**src/rtl/sensor_hub_if.sv**
```systemverilog
// Request/response bundle between the UART command layer and sensor_hub.
// The master side issues requests; the hub (slave) answers with responses.
interface sensor_hub_if;
    logic       enable;
    logic       stop_button;
    logic [7:0] request_command;
    logic [7:0] request_address;
    logic       busy;
    logic       response_valid;
    logic [7:0] response_command;
    logic [7:0] response_value;

    modport master (
        output enable,
        output stop_button,
        output request_command,
        output request_address,
        input  busy,
        input  response_valid,
        input  response_command,
        input  response_value
    );

    modport slave (
        input  enable,
        input  stop_button,
        input  request_command,
        input  request_address,
        output busy,
        output response_valid,
        output response_command,
        output response_value
    );
endinterface

```
**src/rtl/sensor_hub.sv**
```systemverilog
// Multi-channel 40-bit sensor hub: command decode, per-channel reads with
// checksum/timeout, response pairs and a periodic read loop on one channel.
module sensor_hub #(
    parameter int NUM_SENSORS     = 4,
    parameter int LOOP_PERIOD_CYC = 100_000_000,
    parameter int TIMEOUT_CYC     = 5_000_000
) (
    input  logic                      clock,
    input  logic                      reset_n,
    sensor_hub_if.slave               hub,
    input  logic [40*NUM_SENSORS-1:0] sensor_data,
    input  logic [NUM_SENSORS-1:0]    sensor_done,
    input  logic [NUM_SENSORS-1:0]    sensor_error,
    output logic [NUM_SENSORS-1:0]    sensor_enable
);
    localparam int TW = (TIMEOUT_CYC > 1) ? $clog2(TIMEOUT_CYC) : 1;
    localparam int PW = (LOOP_PERIOD_CYC > 1) ? $clog2(LOOP_PERIOD_CYC) : 1;
    localparam logic [TW-1:0] TMO_LAST = TW'(TIMEOUT_CYC - 1);
    localparam logic [PW-1:0] PER_LAST = PW'(LOOP_PERIOD_CYC - 1);
    localparam logic [8:0]    NS       = 9'(NUM_SENSORS);

    localparam logic [7:0] C_AC   = 8'hAC;
    localparam logic [7:0] C_TEMP = 8'h01;
    localparam logic [7:0] C_HUM  = 8'h02;
    localparam logic [7:0] C_LT   = 8'h03;
    localparam logic [7:0] C_LH   = 8'h04;
    localparam logic [7:0] C_ST5  = 8'h05;
    localparam logic [7:0] C_ST6  = 8'h06;

    typedef enum logic [1:0] {
        S_IDLE,
        S_READ,
        S_RESP,
        S_LOOP
    } state_t;

    state_t        state_q, state_d;
    logic          en_q;
    logic [7:0]    cmd_q, cmd_d;
    logic [7:0]    addr_q, addr_d;
    logic          loop_on_q, loop_on_d;
    logic          loop_kind_q, loop_kind_d;
    logic [7:0]    loop_addr_q, loop_addr_d;
    logic [TW-1:0] tmo_q, tmo_d;
    logic [PW-1:0] per_q, per_d;
    logic          rvalid_q, rvalid_d;
    logic [7:0]    rcmd_q, rcmd_d;
    logic [7:0]    rval_q, rval_d;

    logic [39:0] sel_data;
    logic        sel_done;
    logic        sel_err;

    always_comb begin
        sel_data = '0;
        sel_done = 1'b0;
        sel_err  = 1'b0;
        for (int k = 0; k < NUM_SENSORS; k++) begin
            if (addr_q == 8'(k)) begin
                sel_data = sensor_data[40*k +: 40];
                sel_done = sensor_done[k];
                sel_err  = sensor_error[k];
            end
        end
    end

    always_comb begin
        sensor_enable = '0;
        for (int k = 0; k < NUM_SENSORS; k++) begin
            sensor_enable[k] = (state_q == S_READ) && (addr_q == 8'(k));
        end
    end

    logic [7:0] hum, hum_d, temp, temp_d, sum, csum;
    logic       rd_exit, rd_ok;

    assign hum     = sel_data[39:32];
    assign hum_d   = sel_data[31:24];
    assign temp    = sel_data[23:16];
    assign temp_d  = sel_data[15:8];
    assign sum     = sel_data[7:0];
    assign csum    = hum + hum_d + temp + temp_d;
    assign rd_exit = sel_done || sel_err || (tmo_q == TMO_LAST);
    assign rd_ok   = sel_done && !sel_err && (csum == sum);

    function automatic logic [15:0] read_resp(
        input logic [7:0] cmd,
        input logic       ok,
        input logic [7:0] h,
        input logic [7:0] t
    );
        logic [15:0] r;
        r = 16'h1F1F;
        if (ok) begin
            unique case (cmd)
                C_AC:    r = 16'h0707;
                C_TEMP:  r = {8'h09, t};
                C_HUM:   r = {8'h08, h};
                C_LT:    r = {8'h0D, t};
                C_LH:    r = {8'h0E, h};
                default: r = 16'h1F1F;
            endcase
        end
        return r;
    endfunction

    logic        accept;
    logic        bad_addr;
    logic        is_stop;
    logic        is_loopcmd;
    logic        is_readcmd;
    logic        imm;
    logic [15:0] imm_resp;
    logic [15:0] rd_resp;

    assign accept = hub.enable && !en_q &&
                    ((state_q == S_IDLE) || (state_q == S_LOOP));
    assign bad_addr   = {1'b0, hub.request_address} >= NS;
    assign is_stop    = (hub.request_command == C_ST5) ||
                        (hub.request_command == C_ST6);
    assign is_loopcmd = (hub.request_command == C_LT) ||
                        (hub.request_command == C_LH);
    assign is_readcmd = is_loopcmd ||
                        (hub.request_command == C_AC) ||
                        (hub.request_command == C_TEMP) ||
                        (hub.request_command == C_HUM);
    assign rd_resp    = read_resp(cmd_q, rd_ok, hum, temp);

    always_comb begin
        state_d     = state_q;
        cmd_d       = cmd_q;
        addr_d      = addr_q;
        loop_on_d   = loop_on_q;
        loop_kind_d = loop_kind_q;
        loop_addr_d = loop_addr_q;
        tmo_d       = '0;
        per_d       = '0;
        rvalid_d    = 1'b0;
        rcmd_d      = rcmd_q;
        rval_d      = rval_q;
        imm         = 1'b0;
        imm_resp    = '0;

        case (state_q)
            S_IDLE, S_LOOP: begin
                if (accept) begin
                    cmd_d  = hub.request_command;
                    addr_d = hub.request_address;
                    imm    = 1'b1;
                    if (bad_addr) begin
                        imm_resp = {8'hFE, hub.request_address};
                    end else if (is_stop) begin
                        loop_on_d = 1'b0;
                        imm_resp  = (hub.request_command == C_ST5) ?
                                    16'h0A0A : 16'h0B0B;
                    end else if (is_loopcmd ||
                                 (is_readcmd && state_q == S_IDLE)) begin
                        imm     = 1'b0;
                        state_d = S_READ;
                    end else if (state_q == S_LOOP) begin
                        imm_resp = 16'hFFFF;
                    end else begin
                        imm_resp = 16'h4545;
                    end
                end else if (state_q == S_LOOP) begin
                    // Periodic read reuses the 03/04 read path on loop_addr.
                    if (per_q == PER_LAST) begin
                        state_d = S_READ;
                        addr_d  = loop_addr_q;
                        cmd_d   = loop_kind_q ? C_LH : C_LT;
                    end else begin
                        per_d = per_q + 1'b1;
                    end
                end
            end
            S_READ: begin
                tmo_d = tmo_q + 1'b1;
                if (rd_exit) begin
                    state_d  = S_RESP;
                    rvalid_d = 1'b1;
                    {rcmd_d, rval_d} = rd_resp;
                    if (rd_ok && (cmd_q == C_LT || cmd_q == C_LH)) begin
                        loop_on_d   = 1'b1;
                        loop_addr_d = addr_q;
                        loop_kind_d = (cmd_q == C_LH);
                    end
                end
            end
            S_RESP: begin
                state_d = loop_on_q ? S_LOOP : S_IDLE;
            end
            default: begin
                state_d = S_IDLE;
            end
        endcase

        if (imm) begin
            state_d  = S_RESP;
            rvalid_d = 1'b1;
            {rcmd_d, rval_d} = imm_resp;
        end

        if (hub.stop_button) begin
            state_d   = S_IDLE;
            loop_on_d = 1'b0;
            tmo_d     = '0;
            per_d     = '0;
            rvalid_d  = 1'b0;
            rcmd_d    = rcmd_q;
            rval_d    = rval_q;
        end
    end

    always_ff @(posedge clock or negedge reset_n) begin
        if (!reset_n) begin
            state_q     <= S_IDLE;
            en_q        <= 1'b0;
            cmd_q       <= '0;
            addr_q      <= '0;
            loop_on_q   <= 1'b0;
            loop_kind_q <= 1'b0;
            loop_addr_q <= '0;
            tmo_q       <= '0;
            per_q       <= '0;
            rvalid_q    <= 1'b0;
            rcmd_q      <= '0;
            rval_q      <= '0;
        end else begin
            state_q     <= state_d;
            en_q        <= hub.enable;
            cmd_q       <= cmd_d;
            addr_q      <= addr_d;
            loop_on_q   <= loop_on_d;
            loop_kind_q <= loop_kind_d;
            loop_addr_q <= loop_addr_d;
            tmo_q       <= tmo_d;
            per_q       <= per_d;
            rvalid_q    <= rvalid_d;
            rcmd_q      <= rcmd_d;
            rval_q      <= rval_d;
        end
    end

    assign hub.busy = (state_q == S_READ) || (state_q == S_RESP);
    assign hub.response_valid   = rvalid_q;
    assign hub.response_command = rcmd_q;
    assign hub.response_value   = rval_q;
endmodule
```
**src/flat_wrapper.sv**
```systemverilog
// flat-port wrapper written by rule: the top's interface ports become plain ports
module sensor_hub_flat 
#(
    parameter int NUM_SENSORS     = 4,
    parameter int LOOP_PERIOD_CYC = 100_000_000,
    parameter int TIMEOUT_CYC     = 5_000_000
)
  (clock, reset_n, sensor_data, sensor_done, sensor_error, sensor_enable, hub_enable, hub_stop_button, hub_request_command, hub_request_address, hub_busy, hub_response_valid, hub_response_command, hub_response_value);
  sensor_hub_if hub_i ();
  input  logic clock;
  input  logic reset_n;
  input  logic [40*NUM_SENSORS-1:0] sensor_data;
  input  logic [NUM_SENSORS-1:0] sensor_done;
  input  logic [NUM_SENSORS-1:0] sensor_error;
  output logic [NUM_SENSORS-1:0] sensor_enable;
  input wire logic [$bits(hub_i.enable)-1:0] hub_enable;
  input wire logic [$bits(hub_i.stop_button)-1:0] hub_stop_button;
  input wire logic [$bits(hub_i.request_command)-1:0] hub_request_command;
  input wire logic [$bits(hub_i.request_address)-1:0] hub_request_address;
  output wire logic [$bits(hub_i.busy)-1:0] hub_busy;
  output wire logic [$bits(hub_i.response_valid)-1:0] hub_response_valid;
  output wire logic [$bits(hub_i.response_command)-1:0] hub_response_command;
  output wire logic [$bits(hub_i.response_value)-1:0] hub_response_value;
  assign hub_i.enable = hub_enable;
  assign hub_i.stop_button = hub_stop_button;
  assign hub_i.request_command = hub_request_command;
  assign hub_i.request_address = hub_request_address;
  assign hub_busy = hub_i.busy;
  assign hub_response_valid = hub_i.response_valid;
  assign hub_response_command = hub_i.response_command;
  assign hub_response_value = hub_i.response_value;
  sensor_hub #(.NUM_SENSORS(NUM_SENSORS), .LOOP_PERIOD_CYC(LOOP_PERIOD_CYC), .TIMEOUT_CYC(TIMEOUT_CYC)) u_core (.clock(clock), .reset_n(reset_n), .hub(hub_i), .sensor_data(sensor_data), .sensor_done(sensor_done), .sensor_error(sensor_error), .sensor_enable(sensor_enable));
endmodule
```
**config.mk**
```make
export PLATFORM = sky130hd
export DESIGN_NAME = sensor_hub_flat
export DESIGN_NICKNAME = d
export VERILOG_FILES = /design/src/rtl/sensor_hub_if.sv /design/src/rtl/sensor_hub.sv /design/src/flat_wrapper.sv
export SDC_FILE = /design/constraint.sdc
export NUM_CORES = 1
export LEC_CHECK = 0
export ABC_AREA = 1
export CAP_MARGIN = 5
export CORE_MARGIN = 3
export CORE_UTILIZATION = 53
export CTS_CLUSTER_DIAMETER = 150
export DETAILED_ROUTE_END_ITERATION = 10
export PLACE_DENSITY = 0.95
export SYNTH_ARGS = -nofsm -noshare
export SYNTH_HDL_FRONTEND = slang
export SYNTH_SLANG_ARGS = --single-unit
```
**constraint.sdc**
```tcl
create_clock -name clock -period 10.19 [get_ports clock]
set_input_delay 1.5285 -clock clock [delete_from_list [all_inputs] [get_ports clock]]
set_output_delay 1.5285 -clock clock [all_outputs]
set_load 0.005 [all_outputs]
```
; ---- After elaboration in Yosys (flattened, before gate mapping)
; Index checks and enable logic that the tools add are counted.
; W data, S select, Z words.
[op_classes]
mux = 68
order_cmp = 1
n_eq_ne = 32
bitwise = 1
n_addsub = 5
reduce_logical = 36
n_mul = 0
div = 0
n_shift = 0
[ops]
columns = op, n
row1 = $mux W40, 4
row2 = $mux W27, 5
row3 = $mux W16, 7
row4 = $mux W8, 12
row5 = $pmux W13 S5, 1
row6 = $eq A8 B2 Y1 const B, 6
row7 = $mux W23, 2
row8 = $eq A8 B3 Y1 const B, 4
row9 = $add A27 B1 Y27 const B, 1
row10 = $eq A27 B27 Y1 const B, 1
row11 = $add A8 B8 Y8, 3
row12 = $eq A8 B1 Y1 const B, 3
row13 = $add A23 B1 Y23 const B, 1
row14 = $eq A23 B23 Y1 const B, 1
row15 = $mux W1, 23
row16 = $mux W2, 10
row17 = $eq A8 B8 Y1 const B, 2
row18 = $ne A5 B5 Y1 const B, 3
row19 = $ne A3 B2 Y1 const B, 4
row20 = $reduce_and A6 Y1, 2
row21 = $logic_or A1 B1 Y1, 11
row22 = $logic_and A1 B1 Y1, 10
row23 = $ne A5 B2 Y1 const B, 2
row24 = $mux W9, 1
row25 = 17 further kinds, 24
[word_totals]
reg_bits = 96
latch_bits = 0
out_inout_bits = 22
mem_count = 0
inputBits = 188
ram_bits = 0
mem_bits_ro = 0

; ---- Longest topological paths before layout
; Gate-level depths: netlist of the first run.
[depth]
ltp_word = 15
mapped_depth = 33
mapped_depth_nobuf = 31

; ---- Worst setup path after synthesis of the first run
; Ideal clock, no wire load.
[synth_path]
path_type = reg2reg
startpoint = reg u_core.addr_q[7]
endpoint = reg u_core.rcmd_q[4] (netlist: u_core.hub.response_command[4])
path_buffers = 4
t_required_ps = 10073
stages_incl_launch_ff = 31
setup_ps = 117
period_less_slack_ps = 4899
t_arrival_ps = 4782
slack_ps = 5291
cell_sequence = dfrtp_1 > nor2_1 > nand2_2 > nor2_4 > buf_6 > buf_2 > buf_2 > clkbuf_1 > a22o_1 > o22ai_1 > fa_1 > inv_1 > fa_1 > ha_1 > inv_1 > fa_1 > inv_1 > nand3_1 > nand2_1 > xor2_1 > inv_1 > nand2_1 > nand3_1 > nor2_1 > nand3_1 > nor2_4 > nand2_4 > nand2_4 > nand2_2 > nand2_1 > nand2_1
[synth_between]
elab_chain_len = 14
elab_cells_between_ends = 31
[synth_rtl]
columns = item, line_no
row1 = from (decl), sensor_hub.sv:40  ; logic [7:0] addr_q, addr_d;
row2 = from (signal assigned), sensor_hub.sv:232  ; addr_q <= addr_d;
row3 = $logic_not A8 Y1, sensor_hub.sv:59  ; if (addr_q == 8'(k)) begin
row4 = $mux W40 (4 in series), sensor_hub.sv:59
row5 = $add A8 B8 Y8 (3 in series), sensor_hub.sv:82  ; assign csum = hum + hum_d + temp + temp_d;
row6 = $eq A8 B8 Y1, sensor_hub.sv:84  ; assign rd_ok = sel_done && !sel_err && (csum == sum);
row7 = $logic_and A1 B1 Y1, sensor_hub.sv:84
row8 = $mux W16, sensor_hub.sv:94  ; if (ok) begin
row9 = $mux W8, sensor_hub.sv:178  ; if (rd_exit) begin
row10 = $mux W8, sensor_hub.sv:144  ; case (state_q)
row11 = $mux W8, sensor_hub.sv:197  ; if (imm) begin
row12 = to (signal assigned), sensor_hub.sv:239  ; rcmd_q <= rcmd_d;
row13 = to (decl), sensor_hub.sv:47  ; logic [7:0] rcmd_q, rcmd_d;
; Parallel ways exist; a longest one is shown, timed or not. The select of a mux whose other input is x is not followed.
; A chain may end at the register's enable or synchronous reset.

; ---- Final worst setup path of the first run
[layout_path]
startpoint = in sensor_data[99]
endpoint = reg u_core.rcmd_q[4] (netlist: u_core.hub.response_command[4])
[layout_between]
elab_chain_len = 10
[layout_rtl]
columns = item, line_no
row1 = from (decl), flat_wrapper.sv:12  ; input logic [40*NUM_SENSORS-1:0] sensor_data;
row2 = $mux W40 (2 in series), sensor_hub.sv:59
row3 = $add A8 B8 Y8 (2 in series), sensor_hub.sv:82
row4 = $eq A8 B8 Y1, sensor_hub.sv:84
row5 = $logic_and A1 B1 Y1, sensor_hub.sv:84
row6 = $mux W16, sensor_hub.sv:94
row7 = $mux W8, sensor_hub.sv:178
row8 = $mux W8, sensor_hub.sv:144
row9 = $mux W8, sensor_hub.sv:197
; Every way passes these cells. The select of a mux whose other input is x is not followed.

==> run summary, run 1 <==
Lkg Pwr -> 4.54 nW
Chip Height -> 124 um
gr usage total -> 0.316
worst slew pin tran -> 0.963 ns
ys flop type -> dfrtp_1
vias in the first global route -> 7986
Crit. Startpoint -> sensor_data[99]
number of DRC markers in iteration 0 -> 797
maxcap violations -> 0
data required time of the worst path -> 10.43 ns
Routed wire per std cell -> 17.1 um
first-pass GRT wire length -> 40.3 mm
n_diodes -> 0
clock latency on the worst-skew pair -> 0.35 ns
worst hold slack -> 0.466 ns
worst min path class -> flip-flop to flip-flop
power density over the cells -> 142 mW/mm2
Chip Width -> 124 um
Clk pwr share -> 0.243
antenna violations before repair -> 0
Detail Placement HPWL -> 19.9 mm
grt ovf -> 0
ys async rst share -> 1.00
reg-to-reg slack, setup -> 4.70 ns
Final ANT Viol Nets -> 0
Max Fclk -> 0.176 GHz
clock net sink count -> 95
Avg Cell Area, Syn -> 6.77 um2
reg2reg path depth -> 29
Die ar. -> 0.0155 mm2
Post-CTS Hold Fix Bufs -> 0
GPL Wtd Cong -> 0.987
TritonCTS clock tree -> yes
status -> finished, final reports clean
Placed Cells -> 1457
RSZ-0062 raised after global routing -> no
port bufs -> 209
sequential area share after synthesis -> 0.320
NetSw -> 0.551 mW
DRC -> 0
worst relative slew slack -> 0.355
startpoint types -> primary input
Worst Path Buf+Inv -> 5
row count -> 42
Nets -> 1507
Reg area -> 0.00238 mm2
final period utilization -> 0.557
post-cts resize count -> 0
Reg-to-Reg End -> u_core.hub.response_command[4]
syn_nets -> 1313
number of synthesized flops with an enable pin -> 0
Multi-input gate area -> 0.00425 mm2
combinational share of power -> 0.415
sequential power share -> 0.342
Crit-path slowest cell -> fa_1
YS warnings -> 0
area of the core -> 0.0135 mm2
Tmin final -> 5.68 ns
Crit Path Category -> primary input to flip-flop
clock-pin transition on the worst setup and hold timing paths -> 0.07 ns
layout cells sized above 1 -> 0.0486
Critical Path End Type -> flip-flop
Syn Inst Count -> 1098
Top Family by Delay on Critical Path -> simple AND/OR/NAND/NOR gates
Clock Tree Root -> clkbuf_16
hold path startpoint -> u_core.per_q[0]
# fillers -> 1020
via-per-instance ratio -> 5.73
Synth Cell Area -> 0.00743 mm2
critical path depth -> 25
hold depth -> 1
area delta synth->final -> 33.3%
TNS Setup -> 0 ns
Top-Level Pins -> 210
Starting Density -> 0.552
library cells used by synthesis -> 49
CP Max Fanout -> 7
cell mode on critical path -> nand2_1
Setup Skew -> 0.0142 ns
DR pass1 iterations -> 5
total count of max-transition violations in the final report -> 0
Worst VDD drop -> 127 uV
top cell type's share of synthesized area -> 0.320
Reg-to-Reg Start -> u_core.addr_q[1]
Hold Path Sink -> u_core.per_q[0]
CTS buffer count -> 9
Pint -> 0.858 mW
via count -> 8433
top cells by area, synth -> dfrtp_1 32%, nand2_1 14%, inv_1 8.0%, nor2_1 5.9%, nand3_1 4.2%
Post-CTS Setup Bufs -> 0
final cell count without fillers -> 1473
dominant cell type by area after synthesis -> dfrtp_1
drt total wl -> 25.2 mm
clk buf depth -> 2
Worst path max stage delay -> 0.53 ns
CP Data Arrival Time -> 5.91 ns
Fin. Hold Viols -> 0
H-tree Lvls -> 3
Final setup viols -> 0
Switching Fraction -> 0.391
synthesized flop and latch total -> 95
largest net degree at the start of global routing -> 66
==> cells in the mapped netlist (8+ instances only) <==
cell type and instances:
o21ai_1 10, nand4_1 35, nor2_1 116, o22ai_1 15
clkbuf_1 13, inv_1 159, nand2_1 276, dfrtp_1 95
nor4_1 14, fa_1 14, o21ai_0 50, a22o_1 9
nand3_1 63, nor3_1 33, a21oi_1 61, a221oi_1 8
inv_2 8, ha_1 13, o21a_1 9
==> sequential cells by signal, indices dropped and copies added (netlist names), 2 cells and up <==
| name | count |
|---|---|
| u_core.addr_q | 8 |
| u_core.cmd_q | 8 |
| u_core.hub.response_command | 7 |
| u_core.hub.response_value | 8 |
| u_core.loop_addr_q | 8 |
| u_core.per_q | 27 |
| u_core.state_q | 2 |
| u_core.tmo_q | 23 |
==> kinds of logic after synthesis <==
logic type	count (synthesis)	share of synthesized area
adders and majority gates	27	0.0596
DFF	95	0.320
AOI/OAI and AO/OA	187	0.151
buffers and inverters	199	0.108
and+or+nand+nor	581	0.351
xor gates and xnor gates	9	0.0106
==> per-stage QoR <==
stage          utilization  instance area (um2)  setup slack (ns)  total power, mW
4_1_cts              0.736                 9910              4.65             1.40
3_3_place_gp         0.714                 9600              4.41             1.04
2_1_floorplan            -                 7430              5.29            0.810
6_report             0.736                 9910              4.51             1.41
5_1_grt              0.736                 9910              4.27             1.50
3_5_place_dp         0.714                 9600              4.32             1.06
==> cell usage in the layout (no fill, tap or decap), drive strengths merged <==
cell and instances:
nand2 288, clkdlybuf4s50 208, inv 172, nor2 127
dfrtp 95, nand3 67, o21ai 63, a21oi 62
nand4 35, nor3 33, o22ai 15, nor4 14
fa 14, ha 13, o21a 9, a22o 9
clkbuf 9, a221oi 8, or2 7, xor2 6
o211ai 6, clkinv 5, a31oi 4, nand3b 4
buf 4, and3 3, nor3b 3, xnor2 3
o221ai 3, o311ai 2, o21bai 2, a211oi 1
o211a 1, a22oi 1, o221a 1
==> per-layer routing <==
metal / wire length, um / up-vias / GRT usage
li1: - / 4000 / -
met1: 10500 / 3911 / 0.432
met3: 2560 / 58 / 0.0755
met4: 493 / 0 / 0.0651
met5: 0 / - / 0
met2: 11600 / 464 / 0.517
==> cell type report <==
type / count / share of cell area
multi-input combinational: 804 / 0.429
sequential: 95 / 0.240
timing repair buffer: 212 / 0.213
inverter: 170 / 0.0647
clock buffer: 9 / 0.0227
tap: 176 / 0.0222
clock inverter: 7 / 0.00821
==> power by group through the flow <==
stage	combinational (mW)	clock [mW]	sequential [mW]
finish	0.585	0.343	0.482
global route	0.644	0.363	0.489
floorplan	0.335	0	0.476
global placement	0.558	0	0.485
CTS	0.579	0.345	0.481
detailed placement	0.575	0	0.486
==> worst max path at each step <==
stage                                           to  slack, ns
floorplan           u_core.hub.response_command[4]       5.29
global placement    u_core.hub.response_command[4]       4.41
detailed placement  u_core.hub.response_command[4]       4.32
CTS                 u_core.hub.response_command[4]       4.65
global route        u_core.hub.response_command[4]       4.27
finish              u_core.hub.response_command[4]       4.51
Power figures use the tool's default switching activity.
==> run 2: changes to the inputs <==
CORE_UTILIZATION = 49   (was 53)
PLACE_DENSITY = 0.93   (was 0.95)
clock period = 5.7 ns   (was 10.19 ns; I/O delays follow)
==> run summary, run 2 (synthesis gave the netlist of run 1 again) <==
status -> finished, final reports clean
Reg-to-Reg End -> u_core.hub.response_command[4]
worst relative slew slack -> 0.411 (+0.0558)
Starting Density -> 0.506 (-0.0468)
Largest register FFs -> 27 (unchanged)
data required time of the worst path -> 5.93 ns (-4.50 ns)
TritonCTS clock tree -> yes
Routed wire per std cell -> 16.5 um (-3.5%)
Crit. Startpoint -> u_core.addr_q[0]
Crit-path slowest cell -> fa_1
CTS buffer count -> 9 (unchanged)
total count of max-transition violations in the final report -> 0 (unchanged)
Reg-to-Reg Start -> u_core.addr_q[0]
Top-Level Pins -> 210 (unchanged)
number of DRC markers in iteration 0 -> 788 (-1.1%)
largest net degree at the start of global routing -> 73 (+11%)
worst slew pin tran -> 0.883 ns (-0.0802 ns)
overall power -> 2.61 mW (+85%)
DRC -> 0 (unchanged)
end point of the critical path -> u_core.hub.response_command[4]
RSZ-0062 raised after global routing -> no
power density over the cells -> 261 mW/mm2 (+83%)
Lkg Pwr -> 4.59 nW (+1.2%)
Die ar. -> 0.0167 mm2 (+7.8%)
vias in the first global route -> 7986 (unchanged)
Reg with most FFs -> u_core.per_q
clock net sink count -> 95 (unchanged)
final period utilization -> 0.908
DR pass1 iterations -> 5 (unchanged)
area delta synth->final -> 34.8%
GPL Wtd Cong -> 0.988 (+0.15%)
gr usage total -> 0.289 (-0.0271)
TNS Setup -> 0 ns (unchanged)
Final ANT Viol Nets -> 0 (unchanged)
Worst VDD drop -> 226 uV (+78%)
layout cells sized above 1 -> 0.0537 (+0.00511)
Post-CTS Hold Fix Bufs -> 0 (unchanged)
grt ovf -> 0 (unchanged)
CP Data Arrival Time -> 5.40 ns (-0.51 ns)
Chip Width -> 129 um (+3.8%)
worst min path class -> primary input to asynchronous set/reset pin
post-cts resize count -> 0 (unchanged)
clock latency on the worst-skew pair -> 0.35 ns (about the same)
CP Max Fanout -> 14 (+7)
via count -> 8366 (-0.79%)
via-per-instance ratio -> 5.62 (-1.8%)
commonest non-fill, non-tap cells in the layout -> 276 x nand2_1, 208 x clkdlybuf4s50_1, 159 x inv_1, 116 x nor2_1, 95 x dfrtp_1
Critical Path End Type -> flip-flop
Tmin final -> 5.17 ns
Final Worst Setup Slack -> 0.526 ns (-3.99 ns)
Nets -> 1514 (+0.46%)
Max Fclk -> 0.193 GHz
area of the core -> 0.0147 mm2 (+9.3%)
reg-to-reg slack, setup -> 0.53 ns (-4.17 ns)
biggest regs -> u_core.per_q (27), u_core.tmo_q (23)
Post-CTS Setup Bufs -> 0 (unchanged)
port bufs -> 209 (unchanged)
startpoint types -> flip-flop
reg2reg path depth -> 29 (unchanged)
maxcap violations -> 0 (unchanged)
n_diodes -> 0 (unchanged)
Clock Tree Root -> clkbuf_16
Setup Skew -> 0.00946 ns (-0.00475 ns)
clk buf depth -> 2 (unchanged)
Fin. Hold Viols -> 0 (unchanged)
drt total wl -> 24.5 mm (-2.5%)
most common cell after layout, fill and taps aside -> nand2_1
Crit Path Category -> flip-flop to flip-flop
Chip Height -> 129 um (+3.8%)
first-pass GRT wire length -> 39.1 mm (-3.0%)
Final setup viols -> 0 (unchanged)
Detail Placement HPWL -> 19.5 mm (-2.0%)
DP Worst Slack -> 0.564 ns (-3.75 ns)
antenna violations before repair -> 0 (unchanged)
worst hold slack -> 0.398 ns (-0.0684 ns)
Final Core Density -> 0.681 (-0.0549)
row count -> 44 (+4.8%)
clock-pin transition on the worst setup and hold timing paths -> 0.07 ns (about the same)
H-tree Lvls -> 3 (unchanged)
Worst path max stage delay -> 0.54 ns (about the same)
# fillers -> 1136 (+11%)
==> run 2: cell types whose count changed in the layout (fill, tap and decap cells not counted) <==
cell,before,now
buf_4,4,11
bufinv_16,0,3
clkinv_8,2,0
inv_8,2,0
clkbuf_8,0,1
clkinvlp_4,0,1
inv_6,2,1
==> run 2: worst min path at each step <==
stage                                startpoint               endpoint  slack (ns)  cells past startpoint
after floorplan                 u_core.per_q[0]        u_core.per_q[0]        0.43                      1
after global placement         u_core.tmo_q[22]       u_core.tmo_q[22]        0.45                      1
after detailed placement  u_core.loop_addr_q[7]  u_core.loop_addr_q[7]        0.46                      2
after CTS                               reset_n       u_core.tmo_q[13]        0.40                      1
after global routing                    reset_n       u_core.tmo_q[13]        0.41                      1
final                                   reset_n       u_core.tmo_q[13]        0.40                      1
==> run 2: worst max-delay path, delay by kind of cell, from the launching register on <==
family	cells	cell delay (ns)
buffers and inverters	7	0.82
xor gates and xnor gates	1	0.22
adders and majority gates	4	1.66
AOI/OAI and AO/OA	2	0.31
and+or+nand+nor	15	1.61
DFF	1	0.44
==> run 2: cell type report <==
cell class | count | area, um2 | area share
multi-input cells | 804 | 4250 | 0.424
flip-flops and latches | 95 | 2380 | 0.237
repair buffers | 219 | 2160 | 0.216
inverters | 170 | 641 | 0.0640
clock buffers | 10 | 239 | 0.0239
well taps | 184 | 230 | 0.0230
clock inverters | 6 | 115 | 0.0115
==> run 2: per-stage QoR <==
step / area, um2 / std cells
finish: 10000 / 1488
global route: 10000 / 1488
CTS: 10000 / 1488
detailed placement: 9660 / 1472
global placement: 9660 / 1472
floorplan: 7430 / 1098
==> run 2: report_power, final <==
group	total (mW)	leakage (nW)	switching, mW	internal (mW)
registers	0.861	1.25	0.0830	0.778
logic	1.04	3.18	0.595	0.447
clock network	0.709	0.169	0.266	0.443
total	2.61	4.59	0.944	1.67
==> run 2: metal layers <==
layer | routed length (um) | track usage
met4 | 479 | 0.0692
met1 | 10100 | 0.396
met5 | 0 | 0
met2 | 11600 | 0.480
met3 | 2310 | 0.0523
==> run 3: changes to the inputs <==
CORE_MARGIN = 10   (was 3)
==> run summary, run 3 (synthesis gave the netlist of run 1 again) <==
status -> finished, final reports clean
sequential power share -> 0.331 (about the same)
final period utilization -> 0.923 (+0.0151)
most common cell after layout, fill and taps aside -> nand2_1
Post-CTS Hold Fix Bufs -> 0 (unchanged)
antenna violations before repair -> 0 (unchanged)
Clock Tree Root -> clkbuf_16
Reg-to-Reg End -> u_core.hub.response_command[4]
Chip Width -> 143 um (+11%)
routed length on met3 -> 2.15 mm (-6.9%)
clock latency on the worst-skew pair -> 0.34 ns (about the same)
area of the core -> 0.0147 mm2 (unchanged)
Setup Skew -> 0.00972 ns (+0.000262 ns)
Routed wire per std cell -> 17.9 um (+8.7%)
row count -> 44 (unchanged)
commonest non-fill, non-tap cells in the layout -> 276 x nand2_1, 208 x clkdlybuf4s50_1, 159 x inv_1, 116 x nor2_1, 95 x dfrtp_1
RSZ-0062 raised after global routing -> no
Final ANT Viol Nets -> 0 (unchanged)
Nets -> 1511 (-0.20%)
Reg-to-Reg Start -> u_core.addr_q[1]
largest net degree at the start of global routing -> 60 (-18%)
Final setup viols -> 0 (unchanged)
# fillers -> 1170 (+3.0%)
biggest regs -> u_core.per_q (27), u_core.tmo_q (23)
clock-pin transition on the worst setup and hold timing paths -> 0.07 ns (about the same)
TritonCTS clock tree -> yes
WL met2 -> 12.7 mm (+9.0%)
layout cells sized above 1 -> 0.0515 (-0.00218)
Detail Placement HPWL -> 21.2 mm (+9.0%)
GPL Wtd Cong -> 0.994 (+0.58%)
area delta synth->final -> 34.1%
vias in the first global route -> 7830 (-2.0%)
total count of max-transition violations in the final report -> 0 (unchanged)
worst slew pin tran -> 0.994 ns (+0.111 ns)
gr usage total -> 0.254 (-0.0355)
grt ovf -> 0 (unchanged)
TNS Setup -> 0 ns (unchanged)
Worst VDD drop -> 235 uV (+4.2%)
via-per-instance ratio -> 5.62 (about the same)
Crit-path slowest cell -> fa_1
port bufs -> 209 (unchanged)
Reg with most FFs -> u_core.per_q
Lkg Pwr -> 4.57 nW (-0.54%)
Clk pwr share -> 0.256 (-0.015)
CP Max Fanout -> 21 (+7)
clock net sink count -> 95 (unchanged)
Pint -> 1.62 mW (-2.7%)
NetSw -> 0.955 mW (+1.2%)
Worst path max stage delay -> 0.55 ns (about the same)
Fin. Hold Viols -> 0 (unchanged)
first-pass GRT wire length -> 41.4 mm (+5.9%)
Chip Height -> 143 um (+11%)
reg-to-reg slack, setup -> 0.44 ns (-0.09 ns)
startpoint types -> flip-flop
DR pass1 iterations -> 8 (+3)
clk buf depth -> 2 (unchanged)
worst relative slew slack -> 0.335 (-0.0766)
Critical Path End Type -> flip-flop
drt total wl -> 26.6 mm (+8.5%)
Final Cell Area -> 0.00997 mm2 (-0.48%)
post-cts resize count -> 0 (unchanged)
Top-Level Pins -> 210 (unchanged)
n_diodes -> 0 (unchanged)
max layer used -> met4
reg2reg path depth -> 29 (unchanged)
H-tree Lvls -> 3 (unchanged)
power density over the cells -> 259 mW/mm2 (-0.81%)
Largest register FFs -> 27 (unchanged)
worst min path class -> primary input to asynchronous set/reset pin
via count -> 8347 (-0.23%)
data required time of the worst path -> 5.92 ns (about the same)
Max Fclk -> 0.190 GHz (-1.6%)
combinational share of power -> 0.412 (+0.013)
Die ar. -> 0.0205 mm2 (+23%)
DRC -> 0 (unchanged)
maxcap violations -> 0 (unchanged)
CTS buffer count -> 9 (unchanged)
Starting Density -> 0.506 (unchanged)
Tmin final -> 5.26 ns (+0.0861 ns)
Switching Fraction -> 0.370 (+0.00904)
CP Data Arrival Time -> 5.48 ns (+0.08 ns)
Crit Path Category -> flip-flop to flip-flop
placed cell area -> 0.00964 mm2 (-0.23%)
number of DRC markers in iteration 0 -> 1025 (+30%)
Post-CTS Setup Bufs -> 0 (unchanged)
met1 wire length -> 11.4 mm (+12%)
==> run 3: stage by stage <==
step	hold WS (ns)	cells	util	worst slack [ns]	total power [mW]
global placement	0.446	1469	0.656	0.714	1.86
floorplan	0.433	1098	-	0.801	1.45
detailed placement	0.453	1469	0.656	0.575	1.90
CTS	0.469	1485	0.678	0.530	2.56
finish	0.461	1485	0.678	0.440	2.58
global route	0.483	1485	0.678	0.0881	2.73
==> run 3: area by class of cell <==
type | count | area, um2 | area share
clock buffer | 10 | 239 | 0.0240
inverter | 170 | 641 | 0.0643
multi-input combinational | 804 | 4250 | 0.426
sequential | 95 | 2380 | 0.238
tap | 184 | 230 | 0.0231
clock inverter | 6 | 90.1 | 0.00904
timing repair buffer | 216 | 2140 | 0.215
==> run 3: worst max-delay path by stage <==
stage | endpoint | start | cells past startpoint | slack (ns)
2_1_floorplan | u_core.hub.response_command[4] | u_core.addr_q[7] | 30 | 0.80
3_3_place_gp | u_core.hub.response_command[4] | sensor_data[57] | 25 | 0.71
3_5_place_dp | u_core.hub.response_command[4] | u_core.addr_q[1] | 29 | 0.58
4_1_cts | u_core.hub.response_command[4] | u_core.addr_q[1] | 29 | 0.53
5_1_grt | u_core.loop_addr_q[0] | u_core.addr_q[5] | 29 | 0.09
6_report | u_core.hub.response_command[4] | u_core.addr_q[1] | 29 | 0.44
==> run 3: metal layers <==
metal / GRT usage / vias up
met5: 0 / -
met4: 0.0456 / 0
met3: 0.0471 / 43
met2: 0.424 / 399
met1: 0.338 / 3901
li1: - / 4004
==> run 3: power by group through the flow <==
| stage | combinational, mW | clock [mW] | sequential, mW |
|---|---|---|---|
| floorplan | 0.599 | 0 | 0.850 |
| global placement | 1.01 | 0 | 0.859 |
| detailed placement | 1.04 | 0 | 0.863 |
| CTS | 1.05 | 0.663 | 0.852 |
| global route | 1.17 | 0.696 | 0.869 |
| finish | 1.06 | 0.661 | 0.855 |
==> run 3: worst max-delay path, delay by kind of cell (launching register included) <==
kind,cells,cell delay [ns]
flip-flops,1,0.41
AO/OA/AOI/OAI,1,0.22
adder cells (fa/ha/maj),4,1.65
AND/OR/NAND/NOR,16,1.71
XOR/XNOR,1,0.24
buffers and inverters,7,0.89
